$ cat src/rtl/traffic_light_ctrl.sv
// rtl/traffic_light_ctrl.sv - two-road intersection light sequencer driving a BCD countdown timer
//
// Purpose:
//   Steps the north-south / east-west lamps through a fixed phase ring.
//   On every phase entry it presents the phase duration as two BCD digits
//   and pulses tmr_start for one cycle. It then waits for tmr_time_out
//   before taking the next step. An emergency level parks the junction
//   all-red in HOLD. HOLD is also the reset state.
//
// Build option:
//   PED_REQ_EN - when defined, adds a latched pedestrian request and a WALK
//                phase. WALK is inserted between AR_B and NS_G when a request
//                is pending.
//
// Ports:
//   clk           in  1  rising-edge clock
//   rst_n         in  1  synchronous reset, ACTIVE HIGH despite the name
//   emergency     in  1  level, hold all approaches red while high
//   ped_req       in  1  pedestrian button (ignored without PED_REQ_EN)
//   tmr_time_out  in  1  one-cycle pulse, timer reached 00
//   tmr_start     out 1  one-cycle load/start pulse to the timer
//   tmr_tens      out 4  BCD tens digit of current phase duration
//   tmr_ones      out 4  BCD ones digit of current phase duration
//   ns_light      out 3  {red, yellow, green} one-hot, north-south
//   ew_light      out 3  {red, yellow, green} one-hot, east-west
//   walk          out 1  pedestrian walk lamp
//   state_dbg     out 3  current state encoding
module traffic_light_ctrl #(
  parameter int T_GREEN  = 25,
  parameter int T_YELLOW = 3,
  parameter int T_ALLRED = 2,
  parameter int T_WALK   = 10
) (
  input  logic       clk,
  input  logic       rst_n,
  input  logic       emergency,
  input  logic       ped_req,
  input  logic       tmr_time_out,
  output logic       tmr_start,
  output logic [3:0] tmr_tens,
  output logic [3:0] tmr_ones,
  output logic [2:0] ns_light,
  output logic [2:0] ew_light,
  output logic       walk,
  output logic [2:0] state_dbg
);

  // Durations have to fit in two BCD digits and must be non-zero.
  // A zero load would make the timer time out immediately.
  if (T_GREEN < 1 || T_GREEN > 99) begin : g_bad_green
    $error("traffic_light_ctrl: T_GREEN must be 1..99");
  end
  if (T_YELLOW < 1 || T_YELLOW > 99) begin : g_bad_yellow
    $error("traffic_light_ctrl: T_YELLOW must be 1..99");
  end
  if (T_ALLRED < 1 || T_ALLRED > 99) begin : g_bad_allred
    $error("traffic_light_ctrl: T_ALLRED must be 1..99");
  end
  if (T_WALK < 1 || T_WALK > 99) begin : g_bad_walk
    $error("traffic_light_ctrl: T_WALK must be 1..99");
  end

  typedef enum logic [2:0] {
    ST_AR_B = 3'd0,
    ST_NS_G = 3'd1,
    ST_NS_Y = 3'd2,
    ST_AR_A = 3'd3,
    ST_EW_G = 3'd4,
    ST_EW_Y = 3'd5,
    ST_WALK = 3'd6,
    ST_HOLD = 3'd7
  } state_e;

  // Lamp encodings, {red, yellow, green}.
  localparam logic [2:0] LAMP_RED = 3'b100;
  localparam logic [2:0] LAMP_YEL = 3'b010;
  localparam logic [2:0] LAMP_GRN = 3'b001;

  // Elaboration-time binary to BCD conversion of the durations.
  localparam logic [3:0] GREEN_TENS  = 4'(T_GREEN / 10);
  localparam logic [3:0] GREEN_ONES  = 4'(T_GREEN % 10);
  localparam logic [3:0] YELLOW_TENS = 4'(T_YELLOW / 10);
  localparam logic [3:0] YELLOW_ONES = 4'(T_YELLOW % 10);
  localparam logic [3:0] ALLRED_TENS = 4'(T_ALLRED / 10);
  localparam logic [3:0] ALLRED_ONES = 4'(T_ALLRED % 10);
  localparam logic [3:0] WALK_TENS   = 4'(T_WALK / 10);
  localparam logic [3:0] WALK_ONES   = 4'(T_WALK % 10);

  state_e     state_q, state_d;
  logic       tmr_start_q, tmr_start_d;
  logic [3:0] tmr_tens_q, tmr_tens_d;
  logic [3:0] tmr_ones_q, tmr_ones_d;
  logic [2:0] ns_light_q, ns_light_d;
  logic [2:0] ew_light_q, ew_light_d;
  logic       walk_d;
  logic       timeout_ok;
  logic       go_walk;

  // A time-out is only honoured when the timer is not being reloaded in the
  // same cycle. A pulse arriving together with a start belongs to the old
  // count and would otherwise skip the phase just entered.
  assign timeout_ok = tmr_time_out && !tmr_start_q && (state_q != ST_HOLD);

`ifdef PED_REQ_EN
  logic ped_pending_q, ped_pending_d;
  logic walk_q;

  assign go_walk = ped_pending_q;

  // A request arriving on the same cycle as WALK entry is kept. That person
  // has missed this walk and gets the next one.
  always_comb begin
    ped_pending_d = ped_pending_q;
    if (state_d == ST_WALK && state_q != ST_WALK) begin
      ped_pending_d = 1'b0;
    end
    if (ped_req) begin
      ped_pending_d = 1'b1;
    end
  end

  always_ff @(posedge clk) begin
    if (rst_n) begin
      ped_pending_q <= 1'b0;
      walk_q        <= 1'b0;
    end else begin
      ped_pending_q <= ped_pending_d;
      walk_q        <= walk_d;
    end
  end

  assign walk = walk_q;
`else
  logic unused_ped_req;

  assign unused_ped_req = ped_req;
  assign go_walk        = 1'b0;
  assign walk           = 1'b0;
`endif

  // ---------------------------------------------------------------------
  // State and output registers. Reset (active high) overrides everything.
  // ---------------------------------------------------------------------
  always_ff @(posedge clk) begin
    if (rst_n) begin
      state_q     <= ST_HOLD;
      tmr_start_q <= 1'b0;
      tmr_tens_q  <= 4'd0;
      tmr_ones_q  <= 4'd0;
      ns_light_q  <= LAMP_RED;
      ew_light_q  <= LAMP_RED;
    end else begin
      state_q     <= state_d;
      tmr_start_q <= tmr_start_d;
      tmr_tens_q  <= tmr_tens_d;
      tmr_ones_q  <= tmr_ones_d;
      ns_light_q  <= ns_light_d;
      ew_light_q  <= ew_light_d;
    end
  end

  // ---------------------------------------------------------------------
  // Next-state logic. Emergency beats a simultaneous time-out.
  // ---------------------------------------------------------------------
  always_comb begin
    state_d = state_q;
    if (emergency) begin
      state_d = ST_HOLD;
    end else begin
      unique case (state_q)
        ST_HOLD: state_d = ST_AR_B;
        ST_AR_B: if (timeout_ok) state_d = go_walk ? ST_WALK : ST_NS_G;
        ST_NS_G: if (timeout_ok) state_d = ST_NS_Y;
        ST_NS_Y: if (timeout_ok) state_d = ST_AR_A;
        ST_AR_A: if (timeout_ok) state_d = ST_EW_G;
        ST_EW_G: if (timeout_ok) state_d = ST_EW_Y;
        ST_EW_Y: if (timeout_ok) state_d = ST_AR_B;
        ST_WALK: if (timeout_ok) state_d = ST_AR_B;
        default: state_d = ST_HOLD;
      endcase
    end
  end

  // ---------------------------------------------------------------------
  // Output logic. Decoded from the state being entered and then
  // registered, so the lamps, digits and start pulse all change on the
  // same edge as the state. The ring has no self-loops. Any change into a
  // state other than HOLD is therefore a phase entry that needs a timer
  // load.
  // ---------------------------------------------------------------------
  always_comb begin
    tmr_start_d = (state_d != state_q) && (state_d != ST_HOLD);
    tmr_tens_d  = 4'd0;
    tmr_ones_d  = 4'd0;
    ns_light_d  = LAMP_RED;
    ew_light_d  = LAMP_RED;
    walk_d      = 1'b0;
    unique case (state_d)
      ST_NS_G: begin
        ns_light_d = LAMP_GRN;
        tmr_tens_d = GREEN_TENS;
        tmr_ones_d = GREEN_ONES;
      end
      ST_NS_Y: begin
        ns_light_d = LAMP_YEL;
        tmr_tens_d = YELLOW_TENS;
        tmr_ones_d = YELLOW_ONES;
      end
      ST_EW_G: begin
        ew_light_d = LAMP_GRN;
        tmr_tens_d = GREEN_TENS;
        tmr_ones_d = GREEN_ONES;
      end
      ST_EW_Y: begin
        ew_light_d = LAMP_YEL;
        tmr_tens_d = YELLOW_TENS;
        tmr_ones_d = YELLOW_ONES;
      end
      ST_AR_A, ST_AR_B: begin
        tmr_tens_d = ALLRED_TENS;
        tmr_ones_d = ALLRED_ONES;
      end
      ST_WALK: begin
        walk_d     = 1'b1;
        tmr_tens_d = WALK_TENS;
        tmr_ones_d = WALK_ONES;
      end
      default: begin
        tmr_tens_d = 4'd0;
        tmr_ones_d = 4'd0;
      end
    endcase
  end

`ifndef PED_REQ_EN
  logic unused_walk_d;

  assign unused_walk_d = walk_d;
`endif

  assign tmr_start = tmr_start_q;
  assign tmr_tens  = tmr_tens_q;
  assign tmr_ones  = tmr_ones_q;
  assign ns_light  = ns_light_q;
  assign ew_light  = ew_light_q;
  assign state_dbg = state_q;

endmodule

$ cat config.mk
export PLATFORM = sky130hd
export DESIGN_NAME = traffic_light_ctrl
export DESIGN_NICKNAME = d
export VERILOG_FILES = /design/src/rtl/traffic_light_ctrl.sv
export SDC_FILE = /design/constraint.sdc
export NUM_CORES = 1
export LEC_CHECK = 0
export CAP_MARGIN = 0
export CORE_MARGIN = 1.5
export CORE_UTILIZATION = 39
export DETAILED_ROUTE_END_ITERATION = 12
export PLACE_DENSITY = 0.8
export SLEW_MARGIN = 20
export SYNTH_ARGS = -nofsm -noshare
export SYNTH_HDL_FRONTEND = slang
export SYNTH_SLANG_ARGS = --single-unit
export TNS_END_PERCENT = 50
$ cat constraint.sdc
create_clock -name clk -period 1.08 [get_ports clk]
set_input_delay 0.216 -clock clk [delete_from_list [all_inputs] [get_ports clk]]
set_output_delay 0.216 -clock clk [all_outputs]
set_load 0.005 [all_outputs]
After elaboration in Yosys (flattened, before gate mapping). Index checks and enable logic that the tools add are counted. W data, S select, Z words.

Bits in registers: 18. Input port bits: 5. Output and inout port bits: 19.

Equal/unequal tests: 16. Multiplexer cells: 12. Reduce and logical (&&, ||, !) cells: 10.

Operators with widths (number): $eq A3 B3 Y1 const B (7); $mux W3 (7); $pmux W3 S7 (1); $eq A3 B2 Y1 const B (4); $pmux W3 S2 (2); $pmux W3 S3 (1); $reduce_or A2 Y1 (4); $eq A3 B1 Y1 const B (2); $logic_not A3 Y1 (2); $ne A3 B3 Y1 const B (2); $pmux W2 S2 (1); $logic_and A1 B1 Y1 (3); $ne A3 B3 Y1 (1); $logic_not A1 Y1 (1).

Depth between registers and ports, before layout. Gate-level depths: netlist of run 1.

Depth after elaboration: 9. Depth in mapped cells: 5. Depth with buffers taken out: 3.

Worst setup path before layout of run 1. OpenSTA, ideal clock, no wires.

Path kind: reg-to-reg. Start: register state_q[0], in the netlist state_dbg[0]. End: register state_q[2], in the netlist state_dbg[2]. Arrival: 1036 ps. Setup slack: -80 ps. Stages on the path, launching flop included: 5. Path buffers: 2. Clock period less this slack: 1160 ps. Cells stage by stage: dfxtp_1 -> buf_6 -> buf_4 -> nor2_1 -> a2111o_1.

Word-level cells in the longest chain between the ends: 5. Elaborated cells between the ends (all ways): 19.

Ends and longest elaborated chain: start: declaration (line 89) `state_e state_q, state_d;`; start signal: assignment (line 153) `state_q <= state_d;`; $ne A3 B3 Y1 (line 102) `assign timeout_ok = tmr_time_out && !tmr_start_q && (state_q != ST_HOLD);`; $logic_and A1 B1 Y1 (line 102); $mux W3 (tied with other cells) (line 177, 178); $pmux W3 S7 * (line 170) `unique case (state_q)`; $mux W3 * (line 167) `if (emergency) begin`.

Every way passes the cells marked *; elsewhere a longest branch is shown, timed or not. A chain may end at the register's enable or synchronous reset.

Worst setup path after layout of run 1.
Start: register state_q[1], in the netlist state_dbg[1]. End: register tmr_ones_q[1], in the netlist tmr_ones[1].

Word-level cells in the longest chain between the ends: 8. Elaborated cells between the ends (all ways): 29.

Ends and longest elaborated chain: $ne A3 B3 Y1 (line 102); $logic_and A1 B1 Y1 (line 102); $mux W3 (tied with other cells) (line 177, 178); $pmux W3 S7 * (line 170); $mux W3 * (line 167); $eq A3 B2 Y1 (tied with other cells) (line 198) `unique case (state_d)`; $reduce_or A2 Y1 (on tied branches); $pmux W3 S3 * (line 198); end signal: assignment (line 156) `tmr_ones_q <= tmr_ones_d;`; end: declaration (line 92) `logic [3:0] tmr_ones_q, tmr_ones_d;`.

Marks and branches as above.

==> results of run 1 <==
[worst max-delay path, cell delays in order (launching register included)]
cell and delay [ns]:
dfxtp_4 0.35, buf_4 0.15, nand4b_1 0.23, or2_4 0.31, o211a_1 0.12
[state kept, by name (all words and copies together) (netlist names)]
| signal | count |
|---|---|
| tmr_start | 1 |
| ew_light | 3 |
| tmr_tens | 2 |
| ns_light | 3 |
| state_dbg | 3 |
| tmr_ones | 3 |
[power by group through the flow]
stage               Combinational (mW)  Sequential (mW)  Clock (mW)
finish                           0.303            0.580       0.322
global route                     0.325            0.583       0.340
CTS                              0.245            0.580       0.322
detailed placement               0.222            0.606           0
global placement                 0.218            0.606           0
floorplan                        0.154            0.603           0
[cell families after synthesis]
kind of cell	after synthesis	synth area share (%)
flip-flops	15	42.78
AO/OA/AOI/OAI	17	18.54
adder cells (fa/ha/maj)	1	1.604
buffers and inverters	13	14.97
multiplexers	1	1.426
AND/OR/NAND/NOR	21	17.83
XOR/XNOR	1	2.318
other	1	0.5342
[final cells by class]
type                            instances  share of cell area [%]
Multi-Input combinational cell         45                   35.68
Sequential cell                        15                   29.23
Timing Repair Buffer                   34                   28.64
Tap cell                               25                   2.934
Clock buffer                            4                   2.465
Inverter                                3                   1.056
[through the flow]
stage / power, mW / util (%) / hold slack (ns) / setup WS [ns]
after floorplan: 0.7562 / - / 0.3748 / -0.01937
after global placement: 0.8247 / 54.29 / 0.5285 / -0.4215
after detailed placement: 0.8289 / 54.29 / 0.5439 / -0.4320
after CTS: 1.146 / 57.58 / 0.5116 / -0.1362
after global routing: 1.248 / 62.42 / 0.5476 / -0.2052
final: 1.205 / 62.42 / 0.5383 / -0.1854
[cells in the final DEF, fill, tap and decap left out, drive strengths merged, types with 2 or more instances in the layout]
cell type	synthesis	final
a21oi	3	3
buf	10	16
clkbuf	0	4
clkdlybuf4s15	0	5
clkdlybuf4s50	0	2
conb	1	4
dfxtp	15	15
dlygate4sd2	0	11
inv	3	3
nand2	3	3
nand3	3	3
nor2	4	4
o21ai	4	4
o2bb2ai	2	2
or2	4	4
[cell usage after synthesis, drive strengths merged (2+ instances only)]
cell type  instances
or2                4
nand2              3
nand3              3
a21oi              3
dfxtp             15
o2bb2ai            2
inv                3
o21ai              4
buf               10
nor2               4
[worst paths after layout]
kind / to / cells past startpoint / startpoint / slack, ns
worst max-delay path: tmr_ones[1] / 4 / state_dbg[1] / -0.19
worst min-delay path: tmr_ones[0] / 3 / tmr_time_out / 0.54
worst max register to register: tmr_ones[1] / 4 / state_dbg[1] / -0.19
worst min register to register: ns_light[1] / 3 / state_dbg[1] / 0.68
[metal layers]
layer	wire [um]	track usage (%)
met2	854	23.66
met5	0	0
met4	42	10.00
met1	681	17.76
met3	79	2.778
[timing repair]
| action | CTS | global route |
|---|---|---|
| gates cloned | 0 | 0 |
| gates resized for setup | 27 | 21 |
| setup buffers | 4 | 0 |
| pin swaps | 4 | 7 |
| endpoints found under the hold margin | 0 | 0 |
| setup endpoints to repair | 27 | 17 |
| hold buffers | 0 | 0 |
==> impl_metrics.py, run 1 <==
metrics = {
    "yosys": {
        "synth_ff_type": "dfxtp_1",
        "yosysWarnings": 0,
        "async_reset_ff_share_pct": 0,
        "synth-edff-count": 0,
        "synth_top_area_share_pct": 42.78,
        "netlist_top_cells_area": "dfxtp_1 43%, buf_6 8.0%, buf_4 5.3%",
        "syn_area_um2": 701.9,
        "syn_area_per_cell_um2": 10.03,
        "synth_cells": 70,
        "ys_ff_latch": 15,
        "seq_area_frac_synth_pct": 42.78,
        "synth.distinct_cells": 32,
        "yosysTopAreaCell": "dfxtp_1",
    },
    "layout": {
        "multiInputGateArea_um2": 380.4,
        "layout.cells.non_filler": 126,
        "nets": 107,
        "n_fill_cell": 135,
        "regArea_um2": 311.5,
        "antenna_cells": 0,
        "fin_area_mm2": 0.001066,
        "drive_above_1_share_pct": 43.56,
        "area_growth_pct": 51.87,
    },
    "drt": {
        "post_drt_wl_per_cell_um": 13.16,
        "drc": 0,
        "dr.pass1.iters": 4,
        "wirelength_um": 1658,
        "post_drt_via_cell_ratio": 4.984,
        "vias": 628,
        "drt-initial-drc-count": 9,
        "ant_nets": 0,
    },
    "sta": {
        "final-hold-violation-count": 0,
        "clock.fmax_ghz": 0.7902,
        "setup_violations": 11,
        "rsz0062_at_grt": "yes",
        "slew_viol_final": 0,
        "layout_setup_ws_ns": -0.1854,
        "setup_tns_ns": -1.161,
        "finalCritPeriodShare_pct": 117.2,
        "worst_clock_skew_ns": 0.003043,
        "finalCriticalPeriod_ns": 1.265,
    },
    "global_routing": {
        "grt_pass1_wl_um": 2221,
        "grt_pass1_vias": 559,
        "grt_max_degree": 9,
        "gr-total-overflow": 0,
        "antenna_found_initial": 0,
        "grt_use_total_pct": 14.80,
    },
    "place": {
        "dpl.cell_count": 118,
        "gp_congestion": 0.7424,
        "place.detailed.hpwl_um": 998.1,
        "io_buffer_count": 18,
        "dpl-instance-area_um2": 927.1,
    },
    "power": {
        "power_density_mw_per_mm2": 1130,
        "pwr-share-comb_pct": 25.1,
        "irDropWorstVdd_mv": 0.6442,
        "p_int_mw": 0.8687,
        "power_switching_mw": 0.3363,
        "cellLeakagePower_nw": 0.4770,
        "seqPwrFrac_pct": 48.2,
        "pwr-share-clk_pct": 26.7,
        "swShare_pct": 27.91,
    },
    "cts": {
        "clkTransAtPathRegs_ns": 0.09,
        "clock_latency_ns": 0.28,
        "cts_max_level": 1,
        "cts_made_buffers": 3,
        "clock-sinks": 15,
        "cts_tree": "yes",
        "cts_root_buf": "clkbuf_4",
        "cts_buffer_depth": 2,
    },
    "floorplan": {
        "floorplan.initialDensity_pct": 41.10,
        "die_w_um": 45.43,
        "pin_count": 24,
        "die_h_um": 45.43,
        "dieArea_mm2": 0.002063,
        "rows": 15,
        "placeableCoreArea_mm2": 0.001708,
    },
    "critical_path": {
        "crit_fanout": 7,
        "end_kind": "flop",
        "path_class": "flop to flop",
        "cp-start-kind": "flop",
        "arrival_ns": 1.45,
        "worst_ep_required_time_ns": 1.26,
    },
    "flow_run": {
        "maxCapViolCount": 0,
    },
    "worst_hold_path": {
        "min_path_type": "input port to flop",
    },
    "status": {
        "outcome": "finished with violations",
        "violations": "setup timing",
    },
}
Note: power is estimated with default switching activity, not from simulation.
==> run 2: changes to the inputs <==
==> constraint.sdc (replaced) <==
create_clock -name clk -period 1.08 [get_ports clk]
set_input_delay 0.108 -clock clk [delete_from_list [all_inputs] [get_ports clk]]
set_output_delay 0.108 -clock clk [all_outputs]
set_load 0.005 [all_outputs]
==> run 2 against run 1 <==
Against the previous run: clock-buffer cell count fell by 1; critical path type unchanged; hold slack improved by 0.019 ns; final cell count did not move; flip-flop and latch count did not move; clock power rose by 3%; core utilization fell by 0.51 points; final area fell by 0.82%; the flow still finishes with violations (setup timing); setup slack improved by 0.010 ns; first-iteration DRC count rose by 33%; total power barely moved; critical path depth did not move.
==> impl_metrics.py, run 2 (synthesis results as in run 1) <==
metrics = {
    "layout": {
        "final_common_cell": "dlygate4sd2_1",
        "final_cell_mix": "15 x dlygate4sd2_1, 11 x dfxtp_1, 9 x buf_4",
        "area_growth_pct": 50.62,
        "drive_above_1_share_pct": 39.60,
        "regArea_um2": 315.3,
        "nets": 107,
        "multiInputGateArea_um2": 355.3,
        "antenna_cells": 0,
        "n_fill_cell": 140,
    },
    "drt": {
        "wirelength_um": 1621,
        "vias": 632,
        "drc": 0,
        "post_drt_via_cell_ratio": 5.016,
        "drt-initial-drc-count": 12,
        "post_drt_wl_per_cell_um": 12.87,
        "dr.pass1.iters": 4,
        "ant_nets": 0,
    },
    "power": {
        "power_switching_mw": 0.3438,
        "total_power_mw": 1.206,
        "p_int_mw": 0.8619,
        "cellLeakagePower_nw": 0.4852,
        "pwr-share-comb_pct": 23.9,
        "swShare_pct": 28.52,
        "pwr-share-clk_pct": 27.6,
        "power_density_mw_per_mm2": 1140,
        "irDropWorstVdd_mv": 0.5293,
        "seqPwrFrac_pct": 48.5,
    },
    "global_routing": {
        "antenna_found_initial": 0,
        "grt_pass1_vias": 601,
        "grt_use_total_pct": 16.39,
        "grt_max_degree": 11,
        "grt_pass1_wl_um": 2442,
        "gr-total-overflow": 0,
    },
    "critical_path": {
        "cp-start-kind": "flop",
        "end_kind": "flop",
        "arrival_ns": 1.47,
        "path_class": "flop to flop",
        "worst_ep_required_time_ns": 1.29,
        "crit_fanout": 6,
    },
    "status": {
        "outcome": "finished with violations",
        "violations": "setup timing",
    },
    "sta": {
        "final-hold-violation-count": 0,
        "clock.fmax_ghz": 0.7965,
        "finalCriticalPeriod_ns": 1.255,
        "setup_violations": 9,
        "worst_clock_skew_ns": 0.007982,
        "rsz0062_at_grt": "yes",
        "slew_viol_final": 0,
        "layout_setup_ws_ns": -0.1755,
        "finalCritPeriodShare_pct": 116.2,
    },
    "cts": {
        "cts_made_buffers": 3,
        "cts_buffer_depth": 2,
        "clock_latency_ns": 0.30,
        "cts_tree": "yes",
        "cts_root_buf": "clkbuf_4",
        "clkTransAtPathRegs_ns": 0.10,
        "clock-sinks": 15,
        "cts_max_level": 1,
    },
    "floorplan": {
        "die_h_um": 45.43,
        "pin_count": 24,
        "placeableCoreArea_mm2": 0.001708,
        "die_w_um": 45.43,
        "floorplan.initialDensity_pct": 41.10,
        "dieArea_mm2": 0.002063,
        "rows": 15,
    },
    "place": {
        "io_buffer_count": 18,
        "place.detailed.hpwl_um": 1019,
        "gp_congestion": 0.7677,
        "post-place-ws_ns": -0.3200,
    },
    "worst_hold_path": {
        "min_path_type": "input port to flop",
    },
    "flow_run": {
        "maxCapViolCount": 0,
    },
}
-- run 2: per-stage QoR --
| stage | area [um^2] | TNS [ns] | utilization (%) | hold slack, ns | instances |
|---|---|---|---|---|---|
| floorplan | 723.2 | -0.01937 | - | 0.2668 | 73 |
| global placement | 947.2 | -3.461 | 55.46 | 0.5292 | 119 |
| detailed placement | 947.2 | -3.797 | 55.46 | 0.5281 | 119 |
| CTS | 1013 | -1.074 | 59.34 | 0.5721 | 127 |
| global route | 1057 | -1.347 | 61.90 | 0.5750 | 126 |
| finish | 1057 | -0.6849 | 61.90 | 0.5568 | 126 |
-- run 2: path summary, 6_finish.rpt --
kind	from	endpoint	slack, ns	cells after the start
worst min-delay path	rst_n	state_dbg[2]	0.56	3
worst min register to register	tmr_start	ns_light[1]	0.62	3
worst max register to register	state_dbg[2]	tmr_ones[2]	-0.18	4
worst max-delay path	state_dbg[2]	tmr_ones[2]	-0.18	4
-- run 2: final cells by class --
type | count | share of cell area (%)
multi-input cells | 45 | 33.61
repair buffers | 34 | 29.94
flip-flops and latches | 15 | 29.82
well taps | 25 | 2.959
clock buffers | 3 | 2.130
inverters | 3 | 1.065
clock inverters | 1 | 0.4734
-- run 2: power groups by stage --
stage	Combinational, mW	Sequential [mW]	Clock (mW)
2_1_floorplan	0.154	0.603	0
3_3_place_gp	0.226	0.609	0
3_5_place_dp	0.233	0.608	0
4_1_cts	0.260	0.579	0.334
5_1_grt	0.311	0.588	0.365
6_report	0.288	0.584	0.333
-- run 2: what timing repair did --
item / CTS / global route
pin swaps: 3 / 6
hold buffers: 0 / 0
endpoints found under the hold margin: 0 / 0
endpoints found under the setup margin: 23 / 14
buffers inserted: 4 / 1
resized for setup: 26 / 12
-- run 2: metal layers --
layer | part of all wire [%] | track usage (%) | up-vias | wire length (um)
met1 | 39 | 19.12 | 297 | 631
met2 | 53 | 26.76 | 28 | 867
li1 | - | - | 299 | -
met4 | 3.4 | 11.18 | 0 | 55
met5 | 0 | 0 | - | 0
met3 | 4.1 | 3.175 | 8 | 67
-- run 2: worst max-delay path: stages (launching register included) --
cell and delay (ns):
dfxtp_4 0.35, buf_6 0.13, or2_4 0.27, or2_4 0.24
o2bb2ai_1 0.18
